`src/rtl/load_store_unit.sv`:
```
// Load/store bridge between execute stage and word-addressed data cache.
// Optional alignment faulting is enabled by defining LSU_MISALIGN_CHECK_EN.
module load_store_unit #(
    parameter int unsigned WORD_BITS = 32,
    parameter int unsigned ADDR_BITS = 9
) (
    input  logic                 clk,
    input  logic                 reset_n,
    input  logic                 req_valid,
    output logic                 req_ready,
    input  logic                 req_write,
    input  logic [1:0]           req_size,
    input  logic                 req_signed,
    input  logic [ADDR_BITS-1:0] req_addr,
    input  logic [WORD_BITS-1:0] req_wdata,
    output logic                 resp_valid,
    input  logic                 resp_ready,
    output logic [WORD_BITS-1:0] resp_rdata,
    output logic                 resp_misaligned,
    output logic [ADDR_BITS-1:0] cache_address,
    input  logic [WORD_BITS-1:0] cache_rd_data,
    output logic [WORD_BITS-1:0] cache_wr_data,
    output logic                 cache_wr_en
);

    localparam logic [1:0] StIdle  = 2'd0;
    localparam logic [1:0] StRead  = 2'd1;
    localparam logic [1:0] StWrite = 2'd2;
    localparam logic [1:0] StResp  = 2'd3;

    logic [1:0]           state_q, state_d;
    logic                 write_q;
    logic [1:0]           size_q;
    logic                 signed_q;
    logic [1:0]           addr_lo_q;
    logic [WORD_BITS-1:0] wdata_q;
    logic [WORD_BITS-1:0] data_q;
    logic                 misaligned_q;
    logic                 resp_valid_q;
    logic [WORD_BITS-1:0] resp_rdata_q;
    logic                 resp_misaligned_q;
    logic [ADDR_BITS-1:0] cache_address_q;
    logic [WORD_BITS-1:0] cache_wr_data_q;
    logic                 cache_wr_en_q;

    logic                 mis_now;
    logic [WORD_BITS-1:0] merged;
    logic [WORD_BITS-1:0] load_result;
    logic [7:0]           lane_b;
    logic [15:0]          lane_h;

    assign req_ready       = (state_q == StIdle);
    assign resp_valid      = resp_valid_q;
    assign resp_rdata      = resp_rdata_q;
    assign resp_misaligned = resp_misaligned_q;
    assign cache_address   = cache_address_q;
    assign cache_wr_data   = cache_wr_data_q;
    assign cache_wr_en     = cache_wr_en_q;

`ifdef LSU_MISALIGN_CHECK_EN
    assign mis_now = ((req_size == 2'b01) && req_addr[0]) ||
                     (req_size[1] && (req_addr[1:0] != 2'b00));
`else
    assign mis_now = 1'b0;
`endif

    // Little-endian lane merge of store data into the captured word.
    always_comb begin
        merged = data_q;
        if (size_q[1]) begin
            merged = wdata_q;
        end else if (size_q[0]) begin
            if (addr_lo_q[1]) merged[31:16] = wdata_q[15:0];
            else              merged[15:0]  = wdata_q[15:0];
        end else begin
            case (addr_lo_q)
                2'd0:    merged[7:0]   = wdata_q[7:0];
                2'd1:    merged[15:8]  = wdata_q[7:0];
                2'd2:    merged[23:16] = wdata_q[7:0];
                default: merged[31:24] = wdata_q[7:0];
            endcase
        end
    end

    always_comb begin
        lane_b = data_q[{addr_lo_q, 3'b000} +: 8];
        lane_h = data_q[{addr_lo_q[1], 4'b0000} +: 16];
        if (size_q[1]) begin
            load_result = data_q;
        end else if (size_q[0]) begin
            load_result = {{16{signed_q & lane_h[15]}}, lane_h};
        end else begin
            load_result = {{24{signed_q & lane_b[7]}}, lane_b};
        end
    end

    always_comb begin
        state_d = state_q;
        case (state_q)
            StIdle: begin
                if (req_valid) begin
                    if (mis_now)                      state_d = StResp;
                    else if (req_write && req_size[1]) state_d = StWrite;
                    else                              state_d = StRead;
                end
            end
            StRead:  state_d = write_q ? StWrite : StResp;
            StWrite: state_d = StResp;
            StResp:  if (resp_valid_q && resp_ready) state_d = StIdle;
            default: state_d = StIdle;
        endcase
    end

    // Cache and response outputs are registered on leaving each state, so the
    // write strobe lags WRITE by one cycle and resp_valid rises one cycle into RESP.
    always_ff @(posedge clk or negedge reset_n) begin
        if (!reset_n) begin
            state_q           <= StIdle;
            write_q           <= 1'b0;
            size_q            <= 2'b00;
            signed_q          <= 1'b0;
            addr_lo_q         <= 2'b00;
            wdata_q           <= '0;
            data_q            <= '0;
            misaligned_q      <= 1'b0;
            resp_valid_q      <= 1'b0;
            resp_rdata_q      <= '0;
            resp_misaligned_q <= 1'b0;
            cache_address_q   <= '0;
            cache_wr_data_q   <= '0;
            cache_wr_en_q     <= 1'b0;
        end else begin
            state_q       <= state_d;
            cache_wr_en_q <= 1'b0;
            case (state_q)
                StIdle: begin
                    if (req_valid) begin
                        write_q      <= req_write;
                        size_q       <= req_size;
                        signed_q     <= req_signed;
                        addr_lo_q    <= req_addr[1:0];
                        wdata_q      <= req_wdata;
                        misaligned_q <= mis_now;
                        if (!mis_now) cache_address_q <= {req_addr[ADDR_BITS-1:2], 2'b00};
                    end
                end
                StRead: data_q <= cache_rd_data;
                StWrite: begin
                    cache_wr_en_q   <= 1'b1;
                    cache_wr_data_q <= merged;
                end
                StResp: begin
                    if (!resp_valid_q) begin
                        resp_valid_q      <= 1'b1;
                        resp_misaligned_q <= misaligned_q;
                        resp_rdata_q      <= (!write_q && !misaligned_q) ? load_result : '0;
                    end else if (resp_ready) begin
                        resp_valid_q      <= 1'b0;
                        resp_misaligned_q <= 1'b0;
                        resp_rdata_q      <= '0;
                    end
                end
                default: ;
            endcase
        end
    end

endmodule

```
`config.mk`:
```
export PLATFORM = sky130hd
export DESIGN_NAME = load_store_unit
export DESIGN_NICKNAME = d
export VERILOG_FILES = /design/src/rtl/load_store_unit.sv
export SDC_FILE = /design/constraint.sdc
export NUM_CORES = 1
export LEC_CHECK = 0
export BUFFER_PORTS_ARGS = -buffer_cell sky130_fd_sc_hd__buf_2
export CORE_ASPECT_RATIO = 0.6
export CORE_MARGIN = 3
export CORE_UTILIZATION = 50
export CTS_CLUSTER_SIZE = 16
export DETAILED_ROUTE_END_ITERATION = 7
export PLACE_DENSITY = 0.75
export SLEW_MARGIN = 20
export SYNTH_ARGS = -nofsm -noshare
export SYNTH_HDL_FRONTEND = slang
export SYNTH_SLANG_ARGS = --single-unit
export TNS_END_PERCENT = 20
```
`constraint.sdc`:
```
create_clock -name clk -period 4.2 [get_ports clk]
set_input_delay 0.63 -clock clk [delete_from_list [all_inputs] [get_ports clk]]
set_output_delay 0.63 -clock clk [all_outputs]
set_load 0.01 [all_outputs]
```
Word level (Yosys, flattened, before mapping) --
Index checks and enable logic that the tools add are counted.
Word-level totals: output and inout bits 77, bits in registers 146, input bits 81, word-level logic and storage cells 56
Operators by class: equal/unequal tests 8, muxes and demuxes 23, shift-type cells 2, reductions and logical operators 8, bitwise gates (word level) 2
Operator list (number):
- $mux W32 | 7
- $mux W16 | 2
- $mux W8 | 4
- $shiftx A32 B6 Y16 | 1
- $shiftx A32 B6 Y8 | 1
- $pmux W2 S4 | 1
- $eq A2 B2 Y1 const B | 3
- $mux W1 | 6
- $mux W2 | 3
- $ne A2 B2 Y1 const B | 3
- $reduce_and A2 Y1 | 3
- $eq A2 B1 Y1 const B | 2
- $logic_not A2 Y1 | 2
- $reduce_or A3 Y1 | 1
- $and A1 B1 Y1 | 2
- $logic_and A1 B1 Y1 | 2

Longest topological paths before layout --
Gate-level depths: netlist of the first run.
word-level depth 6, mapped depth 8, gate-level depth less buffers 6

Least setup slack after synthesis of the first run --
Ideal clock, no wire load.
path type register to register, start point register state_q[0], end point register addr_lo_q[0], buffers on the path 1, setup slack 2.458 ns, data required time 4.075 ns, setup time 0.125 ns, stages on the path, launching flop included 6, data arrival time 1.617 ns, path through dfrtp_1 -> inv_1 -> ha_1 -> nand2_1 -> clkbuf_1 -> mux2_2
Between the ends: cells in the longest elaborated chain, start to end 2
RTL lines:
- start, declared | RTL line 31 | logic [1:0] state_q, state_d;
- start signal, assigned | RTL line 118 | state_q <= StIdle;
- start signal, assigned | RTL line 133 | state_q <= state_d;
- $logic_not A2 Y1
- via req_ready | RTL line 10 | output logic req_ready,
- $reduce_and A2 Y1 (no source line)
- end signal, assigned | RTL line 141 | addr_lo_q <= req_addr[1:0];
- end, declared | RTL line 35 | logic [1:0] addr_lo_q;
The timed path passes the listed nets, and every way through them passes these cells. A chain may end at the register's enable or synchronous reset.

Worst setup path after layout of the first run --
start point register state_q[1], end point register resp_rdata_q[22] (netlist: resp_rdata[22])
Between the ends: cells in the longest elaborated chain, start to end 2
RTL lines:
- $eq A2 B2 Y1 | RTL line 135 | case (state_q)
- $reduce_and A2 Y1 (no source line)
- end signal, assigned | RTL line 156 | resp_rdata_q <= (!write_q && !misaligned_q) ? load_result : '0;
- end, declared | RTL line 40 | logic [WORD_BITS-1:0] resp_rdata_q;
Every way passes these cells.

==> results of run 1 <==
## through the flow
| stage | area [µm²] | power (mW) |
|---|---|---|
| after global routing | 7900 | 7.46 |
| after CTS | 7900 | 7.04 |
| after global placement | 7310 | 5.39 |
| after detailed placement | 7320 | 5.52 |
| final | 7900 | 7.07 |
| after floorplan | 6490 | 4.48 |
## area by class of cell
class	instances	area, µm²	share of cell area, %
Clock buffer	20	447	5.66
Tap cell	165	206	2.61
Sequential cell	145	3630	45.9
Clock inverter	12	133	1.68
Multi-Input combinational cell	346	2630	33.3
Inverter	10	37.5	0.475
Timing Repair Buffer	159	815	10.3
## cell families after synthesis
group / after synthesis / synth area share (%)
adder cells (fa/ha/maj): 5 / 0.965
AND/OR/NAND/NOR: 113 / 7.89
other: 1 / 0.0578
multiplexers: 93 / 16.0
buffers and inverters: 45 / 3.76
flip-flops: 145 / 56.0
AO/OA/AOI/OAI: 132 / 15.4
## worst paths after layout
check                                    endpoint           from  cells past startpoint  slack (ns)
worst min-delay path               resp_rdata[24]        reset_n                      1        0.26
worst max register to register     resp_rdata[22]     state_q[1]                      5        1.96
worst min register to register      resp_rdata[1]  resp_rdata[1]                      2        0.49
worst max-delay path               resp_rdata[22]     state_q[1]                      5        1.96
max in group asynchronous       cache_wr_data[28]        reset_n                      2        3.01
min in group clk                 cache_address[3]    req_addr[3]                      2        0.44
## metal layers
metal | GRT usage, % | vias to the layer above | routed length [µm]
li1 | - | 2269 | -
met1 | 40.4 | 2585 | 8550
met2 | 35.4 | 326 | 7580
met3 | 9.43 | 33 | 2370
met4 | 8.45 | 4 | 284
met5 | 0 | - | 27
## power by group
| group | total [mW] | switching, mW | internal [mW] | leakage, nW |
|---|---|---|---|---|
| Combinational | 2.68 | 1.41 | 1.27 | 1.73 |
| Sequential | 2.90 | 0.824 | 2.08 | 1.77 |
| Clock | 1.49 | 0.597 | 0.892 | 0.277 |
| Total | 7.07 | 2.83 | 4.24 | 3.77 |
## cells in the mapped netlist (all sizes together)
library cell	number	share of area, %
buf	20	2.0
nor2	42	2.5
mux2i	9	1.4
or3b	1	0.14
o22ai	8	0.77
mux2	84	15
nor3	9	0.77
dlymetal6s2s	2	0.39
a221oi	8	1.1
clkbuf	13	0.75
a211oi	1	0.31
conb	1	0.058
a21oi	12	0.98
a22oi	22	2.5
o21ai	23	1.8
o311ai	1	0.14
o221ai	1	0.14
nor3b	1	0.29
and2b	1	0.12
a221o	20	3.1
and2	1	0.14
a222oi	8	1.2
a22o	12	1.6
nand3	4	0.39
ha	5	0.97
o31ai	7	0.81
nor2b	3	0.29
dfrtp	145	56
a31oi	9	0.87
nand2	45	2.6
nand2b	5	0.48
or3	1	0.097
inv	10	0.58
## critical path: cells and delay by family, from the launching register on
family,cells,cell delay [ns]
compound gates,2,0.81
simple gates,2,0.63
flops,1,0.40
fa+ha+maj,1,0.32
## cells in the final DEF, fill, tap and decap left out, drive strengths merged, types with 4 or more instances in the layout
cell type  instances
mux2              84
clkinv             5
nand2b             5
a22o              12
inv               12
o31ai              7
ha                 5
a222oi             8
a221oi             8
o22ai              8
nor2              42
mux2i              9
a21oi             12
a22oi             22
nand2             45
nand3              4
o21ai             23
a221o             20
clkbuf            20
buf              159
a31oi              9
nor3               9
dfrtp            145
## state kept, by name, indices dropped and copies added, names as in the netlist
register	flops
cache_wr_en	1
cache_address	7
cache_wr_data	32
addr_lo_q	2
write_q	1
state_q	2
resp_rdata	32
resp_valid	1
data_q	32
wdata_q	32
size_q	2
signed_q	1
==> results.md, run 1 <==
- Status: finished clean
- Routed Antenna Nets: 0
- Fin Clk Skew: about 0.01 ns
- Pins over their slew limit: 0
- Hold slack: between 0.2 and 0.3 ns
- Detailed-route vias per instance: approximately 6.1
- PostCTS Resize Cnt: 0
- Starting Density: a little over half
- Crit path required time: around 4.6 ns
- Max IR drop VDD: between 0.0003 and 0.0004 V
- Grt total ovfl: 0
- Synthesized flop and latch total: between 100 and 150
- Setup total negative slack: 0 ns
- Num rows: 31
- Iter 0 DRT Violations: ~600
- Post-Place Worst Slack: between 2 and 2.5 ns
- Largest net degree at the start of global routing: 85
- Unrepaired setup endpoints after global routing: no
- Final HPWL DP: ~14000 µm
- I/O Buffers: 154
- Synth cell types: 43
- Slew @ Worst Pin: between 1 and 1.5 ns
- Global-route wire length before repair: between 20000 and 30000 µm
- Hold WC Path Type: primary input to async pin
- Critical path's slowest cell: a211oi_4
- Synth-to-layout area growth: 21.8%
- Critical Setup Path Class: register to register
- # Post-CTS Setup Buffers: 0
- DRC viols: 0
- Pleak: around 3.8 nW
- Diodes inserted: 0
- First-pass iteration count of the detailed router: 6
- FILL cells: 988
- Worst EP arrival: ~2.6 ns
- Clk buf depth: 2
- CTS tree: done
- Final Hold Vio Count: 0
- Io pins: 158
- Vias in the first global route: 5143
- CTS Hold Buffers Added: 0
- Max Cap Viol: 0
- Die area: around 14000 µm²
- Final setup viols: 0
- Fin nets: ~770
- Initial antenna violation count: 2
- Post-layout util: a little under two thirds
- Synthesized area: around 6500 µm²
- GP Congestion: roughly 0.95
- Gr usage total: 26.7%
- CP Capture Type: register
- Yosys warns: 0
- Startpoint Class: register
- Vias: about 5200
- Core area: roughly 12000 µm²
- Routed WL: approximately 19000 µm
- Post-synthesis sequential area ratio: a little under three fifths
- Worst slew margin: a little over a quarter
- Layout cells sized above 1: between 40 and 50%
- Final worst slack: 1.96 ns
- Post-Syn Instances: roughly 530
- Placed cell count: ~830
- TritonCTS Sinks: roughly 150
- Pwr dens: ~900 nW/µm²
- FMAX: ~450 MHz
- Final std cells w/o fill: 857
- CP max stage delay: approximately 0.6 ns
- TritonCTS Buffers: 17
- Post-route minimum period: 2.24 ns
- Final period utilization: between 50 and 60%
- Drt wl/cell: approximately 22 µm
- CTS H-tree depth: 4
- Post-synthesis average cell area: around 12 µm²
- CTS root buf: clkbuf_16
- Crit-path max FO: 16
- Crit-path cells: ha_1 > nor3b_4 > nand3_2 > a211oi_4 > a221o_1
- Worst skew pair latency: around 0.42 ns
- Clock Pin Slew Worst Setup and Hold Paths: 0.07 ns
- Die width: 153 µm
- Die Y: 94.2 µm
(Power assumes the default switching activity.)
==> run 2, diff against run 1 <==
--- a/config.mk
+++ b/config.mk
@@ -8,10 +8,10 @@
 export BUFFER_PORTS_ARGS = -buffer_cell sky130_fd_sc_hd__buf_2
 export CORE_ASPECT_RATIO = 0.6
 export CORE_MARGIN = 3
-export CORE_UTILIZATION = 50
+export CORE_UTILIZATION = 48
 export CTS_CLUSTER_SIZE = 16
 export DETAILED_ROUTE_END_ITERATION = 7
-export PLACE_DENSITY = 0.75
+export PLACE_DENSITY = 0.76
 export SLEW_MARGIN = 20
 export SYNTH_ARGS = -nofsm -noshare
 export SYNTH_HDL_FRONTEND = slang
==> constraint.sdc (replaced) <==
create_clock -name clk -period 1.8 [get_ports clk]
set_input_delay 0.27 -clock clk [delete_from_list [all_inputs] [get_ports clk]]
set_output_delay 0.27 -clock clk [all_outputs]
set_load 0.01 [all_outputs]
==> run 2 against run 1 <==
Die area up 3.9%; non-clock buffer count up 38; sequential power is 120% higher; clock skew decreased by 0.0061 ns; highest routed layer is now met4.
==> results.md, run 2 (synthesized netlist as in run 1, its figures left out) <==
- Crit-path cells: ha_1 > or3b_4 > nor2_4 > buf_4 > a222oi_1 > nand2_1 (was ha_1 > nor3b_4 > nand3_2 > a211oi_4 > a221o_1)
- Crit path buf inv count: 1 (was 0)
- Post-route minimum period: 1.69 ns (was 2.24 ns)
- CP max stage delay: 0.40 ns (was 0.59 ns)
- FILL cells: 1030 (was 988)
- Largest net degree at the start of global routing: 49 (was 85)
- Pwr dens: 2110 nW/µm² (was 895 nW/µm²)
- Setup total negative slack: 0 ns (unchanged)
- Global-route wire length before repair: 30900 µm (was 29400 µm)
- Io pins: 158 (unchanged)
- Crit-path max FO: 6 (was 16)
- Die width: 156 µm (was 153 µm)
- Grt total ovfl: 0 (unchanged)
- Pins over their slew limit: 0 (unchanged)
- Unrepaired setup endpoints after global routing: no (unchanged)
- Crit path required time: 2.09 ns (was 4.55 ns)
- Worst EP arrival: 1.98 ns (was 2.59 ns)
- Fin nets: 803 (was 765)
- Most common cell after layout, fill and taps aside: buf_2 (unchanged)
- Diodes inserted: 0 (unchanged)
- Critical Setup Path Class: register to register (unchanged)
- Core area: 13000 µm² (was 12400 µm²)
- Num rows: 32 (was 31)
- Final std cells w/o fill: 900 (was 857)
- Final setup viols: 0 (unchanged)
- Initial antenna violation count: 0 (was 2)
- CTS tree: done (unchanged)
- Slew @ Worst Pin: 0.617 ns (was 1.10 ns)
- Routed Antenna Nets: 0 (unchanged)
- Critical path's slowest cell: dfrtp_1 (was a211oi_4)
- Synth-to-layout area growth: 28.9% (was 21.8%)
- Starting Density: 49.8% (was 52.4%)
- Die Y: 96.0 µm (was 94.2 µm)
- Met1 Resource Use GR: 42.1% (was 40.4%)
- Layout cells sized above 1: 45.1% (was 41.0%)
- Iter 0 DRT Violations: 526 (was 603)
- Busiest grt layer: met1 (unchanged)
- CTS H-tree depth: 4 (unchanged)
- Gr usage total: 27.6% (was 26.7%)
- Clock Pin Slew Worst Setup and Hold Paths: 0.06 ns (was 0.07 ns)
- First-pass iteration count of the detailed router: 8 (was 6)
- Hold WC Path Type: primary input to register (was primary input to async pin)
- Vias: 5515 (was 5217)
- Most frequent cells in the layout: 153 x buf_2, 145 x dfrtp_1, 84 x mux2_2 (unchanged)
- Clk buf depth: 2 (unchanged)
- DRC viols: 0 (unchanged)
- GR Util met2: 37.9% (was 35.4%)
- Final period utilization: 93.9% (was 53.3%)
- Worst slew margin: 58.9% (was 26.5%)
- CP Capture Type: register (unchanged)
- I/O Buffers: 154 (unchanged)
- Die area: 15000 µm² (was 14400 µm²)
- Vias in the first global route: 5329 (was 5143)
- Detailed-route vias per instance: 6.13 (was 6.09)
- M3 GR Usage: 8.54% (was 9.43%)
- CP top delay family: simple AND/OR/NAND/NOR gates (was compound AO/OA/AOI/OAI gates)
- Final HPWL DP: 15100 µm (was 13700 µm)
- Routed WL: 20300 µm (was 18800 µm)
- Hold slack: 0.0809 ns (was 0.264 ns)
- Startpoint Class: register (unchanged)
- Max Cap Viol: 0 (unchanged)
- Max IR drop VDD: 0.000872 V (was 0.000398 V)
- GP Congestion: 0.957 (was 0.947)
- Final Hold Vio Count: 0 (unchanged)
- Drt wl/cell: 22.6 µm (was 21.9 µm)
- Status: finished clean (unchanged)
- Worst skew pair latency: 0.41 ns (was 0.42 ns)
- Pleak: 4.02 nW (was 3.77 nW)
- Placed cell count: 864 (was 825)
- CTS root buf: clkbuf_16 (unchanged)
- TritonCTS Buffers: 17 (unchanged)
- Fin Clk Skew: 0.00416 ns (was 0.0103 ns)
- TritonCTS Sinks: 145 (unchanged)
- FMAX: 592 MHz (was 447 MHz)
run 2: worst register-to-register path, cell delays in order (launching register included):
cell,delay [ns]
dfrtp_1,0.40
ha_1,0.23
or3b_4,0.28
nor2_4,0.06
buf_4,0.15
a222oi_1,0.35
nand2_1,0.09
run 2: what timing repair did:
action	in CTS	in global routing
pin swaps	2	3
setup buffers	3	0
hold endpoints to repair	37	0
setup endpoints to repair	31	39
resized for setup	4	8
hold buffers	1	0
run 2: final cells by class:
cell class,instances,area [µm²],area share [%]
sequential,145,3630,43.4
clock buffer,23,488,5.84
timing repair buffer,197,1200,14.3
clock inverter,9,129,1.54
inverter,10,37.5,0.449
tap,170,213,2.55
multi-input combinational,346,2660,31.9
run 2: path summary, 6_finish.rpt:
| kind | from | to | slack, ns | cells after the start |
|---|---|---|---|---|
| worst min register to register | resp_rdata[0] | resp_rdata[0] | 0.50 | 2 |
| worst max register to register | state_q[0] | resp_rdata[10] | 0.11 | 6 |
| worst min-delay path | req_addr[8] | cache_address[8] | 0.08 | 2 |
| max in group asynchronous | reset_n | wdata_q[14] | 0.85 | 3 |
| min in group asynchronous | reset_n | data_q[21] | 0.33 | 2 |
| worst max-delay path | state_q[0] | resp_rdata[10] | 0.11 | 6 |
run 2: through the flow:
step                util [%]  area, µm²  worst slack [ns]  total power, mW
global placement        58.8       7650            0.0326             13.3
finish                  64.2       8350             0.110             17.6
floorplan                  -       6490            0.0581             10.5
detailed placement      58.8       7650           -0.0616             13.6
global route            64.2       8350           0.00491             18.5
CTS                     64.0       8320            0.0195             17.4
run 2: routing by layer:
| layer | part of all wire, % | routed length [µm] | vias to the layer above |
|---|---|---|---|
| met5 | 0 | 0 | - |
| met4 | 1.5 | 306 | 0 |
| met3 | 12 | 2440 | 37 |
| li1 | - | - | 2347 |
| met2 | 42 | 8480 | 367 |
| met1 | 45 | 9120 | 2764 |
run 2: where the power goes:
part / internal [mW] / total [mW] / switching, mW
registers: 4.85 / 6.51 / 1.66
clock network: 2.32 / 3.69 / 1.37
logic: 3.52 / 7.39 / 3.87
total: 10.7 / 17.6 / 6.90
==> run 3, diff against run 2 <==
--- a/config.mk
+++ b/config.mk
@@ -6,12 +6,14 @@
 export NUM_CORES = 1
 export LEC_CHECK = 0
 export BUFFER_PORTS_ARGS = -buffer_cell sky130_fd_sc_hd__buf_2
+export CELL_PAD_IN_SITES_DETAIL_PLACEMENT = 0
+export CELL_PAD_IN_SITES_GLOBAL_PLACEMENT = 1
 export CORE_ASPECT_RATIO = 0.6
 export CORE_MARGIN = 3
-export CORE_UTILIZATION = 48
+export CORE_UTILIZATION = 38
 export CTS_CLUSTER_SIZE = 16
 export DETAILED_ROUTE_END_ITERATION = 7
-export PLACE_DENSITY = 0.76
+export PLACE_DENSITY_LB_ADDON = 0.1
 export SLEW_MARGIN = 20
 export SYNTH_ARGS = -nofsm -noshare
 export SYNTH_HDL_FRONTEND = slang
==> run 3 against run 2 <==
Maximum frequency down 3.9%; hold slack better by 0.00057 ns; highest routed layer unchanged; register-to-register slack worse by 0.07 ns; critical path type unchanged; power down 1.5%; largest cell class unchanged; non-clock buffer count down 1.
==> results.md, run 3 (synthesized netlist as in run 1, its figures left out) <==
- Drt wl/cell: 22.0 µm (was 22.6 µm)
- GP Congestion: 0.903 (was 0.957)
- Synth-to-layout area growth: 29.3% (was 28.9%)
- Startpoint Class: register (unchanged)
- Status: finished clean (unchanged)
- Setup total negative slack: 0 ns (unchanged)
- Worst r2r src: state_q[0] (unchanged)
- Vias in the first global route: 5161 (was 5329)
- Hold slack: 0.0815 ns (was 0.0809 ns)
- Flop-to-flop setup slack: 0.04 ns (was 0.11 ns)
- Die area: 18700 µm² (was 15000 µm²)
- Crit path buf inv count: 2 (was 1)
- Io pins: 158 (unchanged)
- Final period utilization: 97.7% (was 93.9%)
- Crit-path max FO: 19 (was 6)
- TritonCTS Sinks: 145 (unchanged)
- I/O Buffers: 154 (unchanged)
- CTS tree: done (unchanged)
- TritonCTS Buffers: 17 (unchanged)
- Max Cap Viol: 0 (unchanged)
- Max IR drop VDD: 0.000728 V (was 0.000872 V)
- Initial antenna violation count: 0 (unchanged)
- Core area: 16500 µm² (was 13000 µm²)
- Worst Reg-to-Reg Cells: 6 (unchanged)
- Worst slew margin: 57.1% (was 58.9%)
- Num rows: 36 (was 32)
- CTS H-tree depth: 4 (unchanged)
- Routed Antenna Nets: 0 (unchanged)
- CP Capture Type: register (unchanged)
- Crit-path cells: inv_1 > ha_1 > nand2b_1 > buf_4 > a221oi_1 > nor2_1 (was ha_1 > or3b_4 > nor2_4 > buf_4 > a222oi_1 > nand2_1)
- Clk buf depth: 2 (unchanged)
- Layout cells sized above 1: 45.3% (was 45.1%)
- Clock Pin Slew Worst Setup and Hold Paths: 0.07 ns (was 0.06 ns)
- CP top delay family: compound AO/OA/AOI/OAI gates (was simple AND/OR/NAND/NOR gates)
- Die width: 175 µm (was 156 µm)
- Hold WC Path Type: primary input to register (unchanged)
- FMAX: 569 MHz (was 592 MHz)
- Pleak: 3.98 nW (was 4.02 nW)
- Pwr dens: 2070 nW/µm² (was 2110 nW/µm²)
- HP Start: cache_rd_data[21] (was req_addr[8])
- Final std cells w/o fill: 958 (was 900)
- Worst skew pair latency: 0.42 ns (was 0.41 ns)
- Detailed-route vias per instance: 5.51 (was 6.13)
- CP startpoint: state_q[0] (unchanged)
- CP max stage delay: 0.47 ns (was 0.40 ns)
- Multi-input gate area: 2660 µm² (about the same)
- Gr usage total: 22.4% (was 27.6%)
- Iter 0 DRT Violations: 468 (was 526)
- R2R Path End: cache_wr_data[28] (was resp_rdata[10])
- DRC viols: 0 (unchanged)
- Global-route wire length before repair: 31600 µm (was 30900 µm)
- Grt total ovfl: 0 (unchanged)
- Vias: 5283 (was 5515)
- Crit path required time: 2.08 ns (was 2.09 ns)
- Diodes inserted: 0 (unchanged)
- Fin nets: 803 (unchanged)
- Worst EP arrival: 2.04 ns (was 1.98 ns)
- FILL cells: 1517 (was 1030)
- Final HPWL DP: 15800 µm (was 15100 µm)
- Placed cell area: 7710 µm² (was 7650 µm²)
- Starting Density: 39.3% (was 49.8%)
- Slew @ Worst Pin: 0.643 ns (was 0.617 ns)
- Die Y: 107 µm (was 96.0 µm)
- Placed cell count: 922 (was 864)
- FF+latch area: 3630 µm² (unchanged)
- Hold endpoint: data_q[21] (was cache_address[8])
- First-pass iteration count of the detailed router: 8 (unchanged)
- Final setup viols: 0 (unchanged)
- Largest net degree at the start of global routing: 52 (was 49)
- Most frequent cells in the layout: 153 x buf_2, 145 x dfrtp_1, 84 x mux2_2 (unchanged)
- Unrepaired setup endpoints after global routing: yes (was no)
- Final Cell Area: 8380 µm² (was 8350 µm²)
- Critical path's slowest cell: a221oi_1 (was dfrtp_1)
- Pins over their slew limit: 0 (unchanged)
- Fin Clk Skew: 0.0125 ns (was 0.00416 ns)
- Routed WL: 21100 µm (was 20300 µm)
- Critical Setup Path Class: register to register (unchanged)
- CTS root buf: clkbuf_16 (unchanged)
- Post-route minimum period: 1.76 ns (was 1.69 ns)
- Final Hold Vio Count: 0 (unchanged)
- Most common cell after layout, fill and taps aside: buf_2 (unchanged)
- Worst Hold Path Cells: 2 (unchanged)
==> run 3: changes by cell type in the layout (fill, tap and decap cells not counted), moves of 2 or more <==
cell        previous run  this run
clkinv_2               3         1
clkbuf_1               2         0
inv_6                  0         5
a21oi_2                0         2
clkinvlp_4             2         5
bufinv_16              3         1
==> run 3: layout make-up <==
class	instances	share of cell area, %
sequential	145	43.3
multi-input combinational	347	31.7
timing repair buffer	196	14.1
clock buffer	20	5.57
tap	228	3.40
clock inverter	12	1.43
inverter	10	0.493
==> run 3: worst register-to-register path, delay by kind of cell (launching register included) <==
kind            cells  cell delay (ns)
compound gates      1             0.48
fa+ha+maj           1             0.25
buf+inv             2             0.33
flops               1             0.40
simple gates        2             0.17
==> run 3: power by group <==
group	total, mW	internal [mW]	leakage (nW)	switching (mW)
logic	7.35	3.46	1.93	3.89
clock network	3.53	2.04	0.278	1.49
registers	6.45	4.85	1.77	1.60
total	17.3	10.3	3.98	6.98
==> run 3: metrics by stage <==
stage	power [mW]	utilization (%)	setup WS (ns)
floorplan	10.5	-	0.0581
global placement	13.5	46.8	-0.0459
detailed placement	13.6	46.8	-0.0938
CTS	17.3	50.4	-0.0825
global route	18.3	50.8	-0.0449
finish	17.3	50.8	0.0415
==> run 3: metal layers <==
metal  vias up  track usage (%)  share of wire (%)
met5         -                0                  0
met4         0             4.21               0.57
met3        16             5.87                9.5
met2       256             30.3                 40
met1      2656             35.7                 50
li1       2355                -                  -
==> run 3: worst max-delay path by stage <==
stage | slack, ns | cells after the start | end
3_3_place_gp | -0.05 | 5 | resp_rdata[9]
6_report | 0.04 | 6 | cache_wr_data[28]
2_1_floorplan | 0.06 | 5 | addr_lo_q[0]
3_5_place_dp | -0.09 | 5 | resp_rdata[12]
4_1_cts | -0.08 | 5 | resp_rdata[14]
5_1_grt | -0.04 | 6 | cache_wr_data[16]
==> run 3: what timing repair did <==
| action | 4_1_cts | 5_1_grt |
|---|---|---|
| setup buffers | 0 | 2 |
| hold buffers | 1 | 0 |
| cloned | 0 | 1 |
| gates resized for setup | 4 | 6 |
| setup endpoints to repair | 37 | 40 |
| pin swaps | 11 | 2 |
| endpoints found under the hold margin | 45 | 0 |
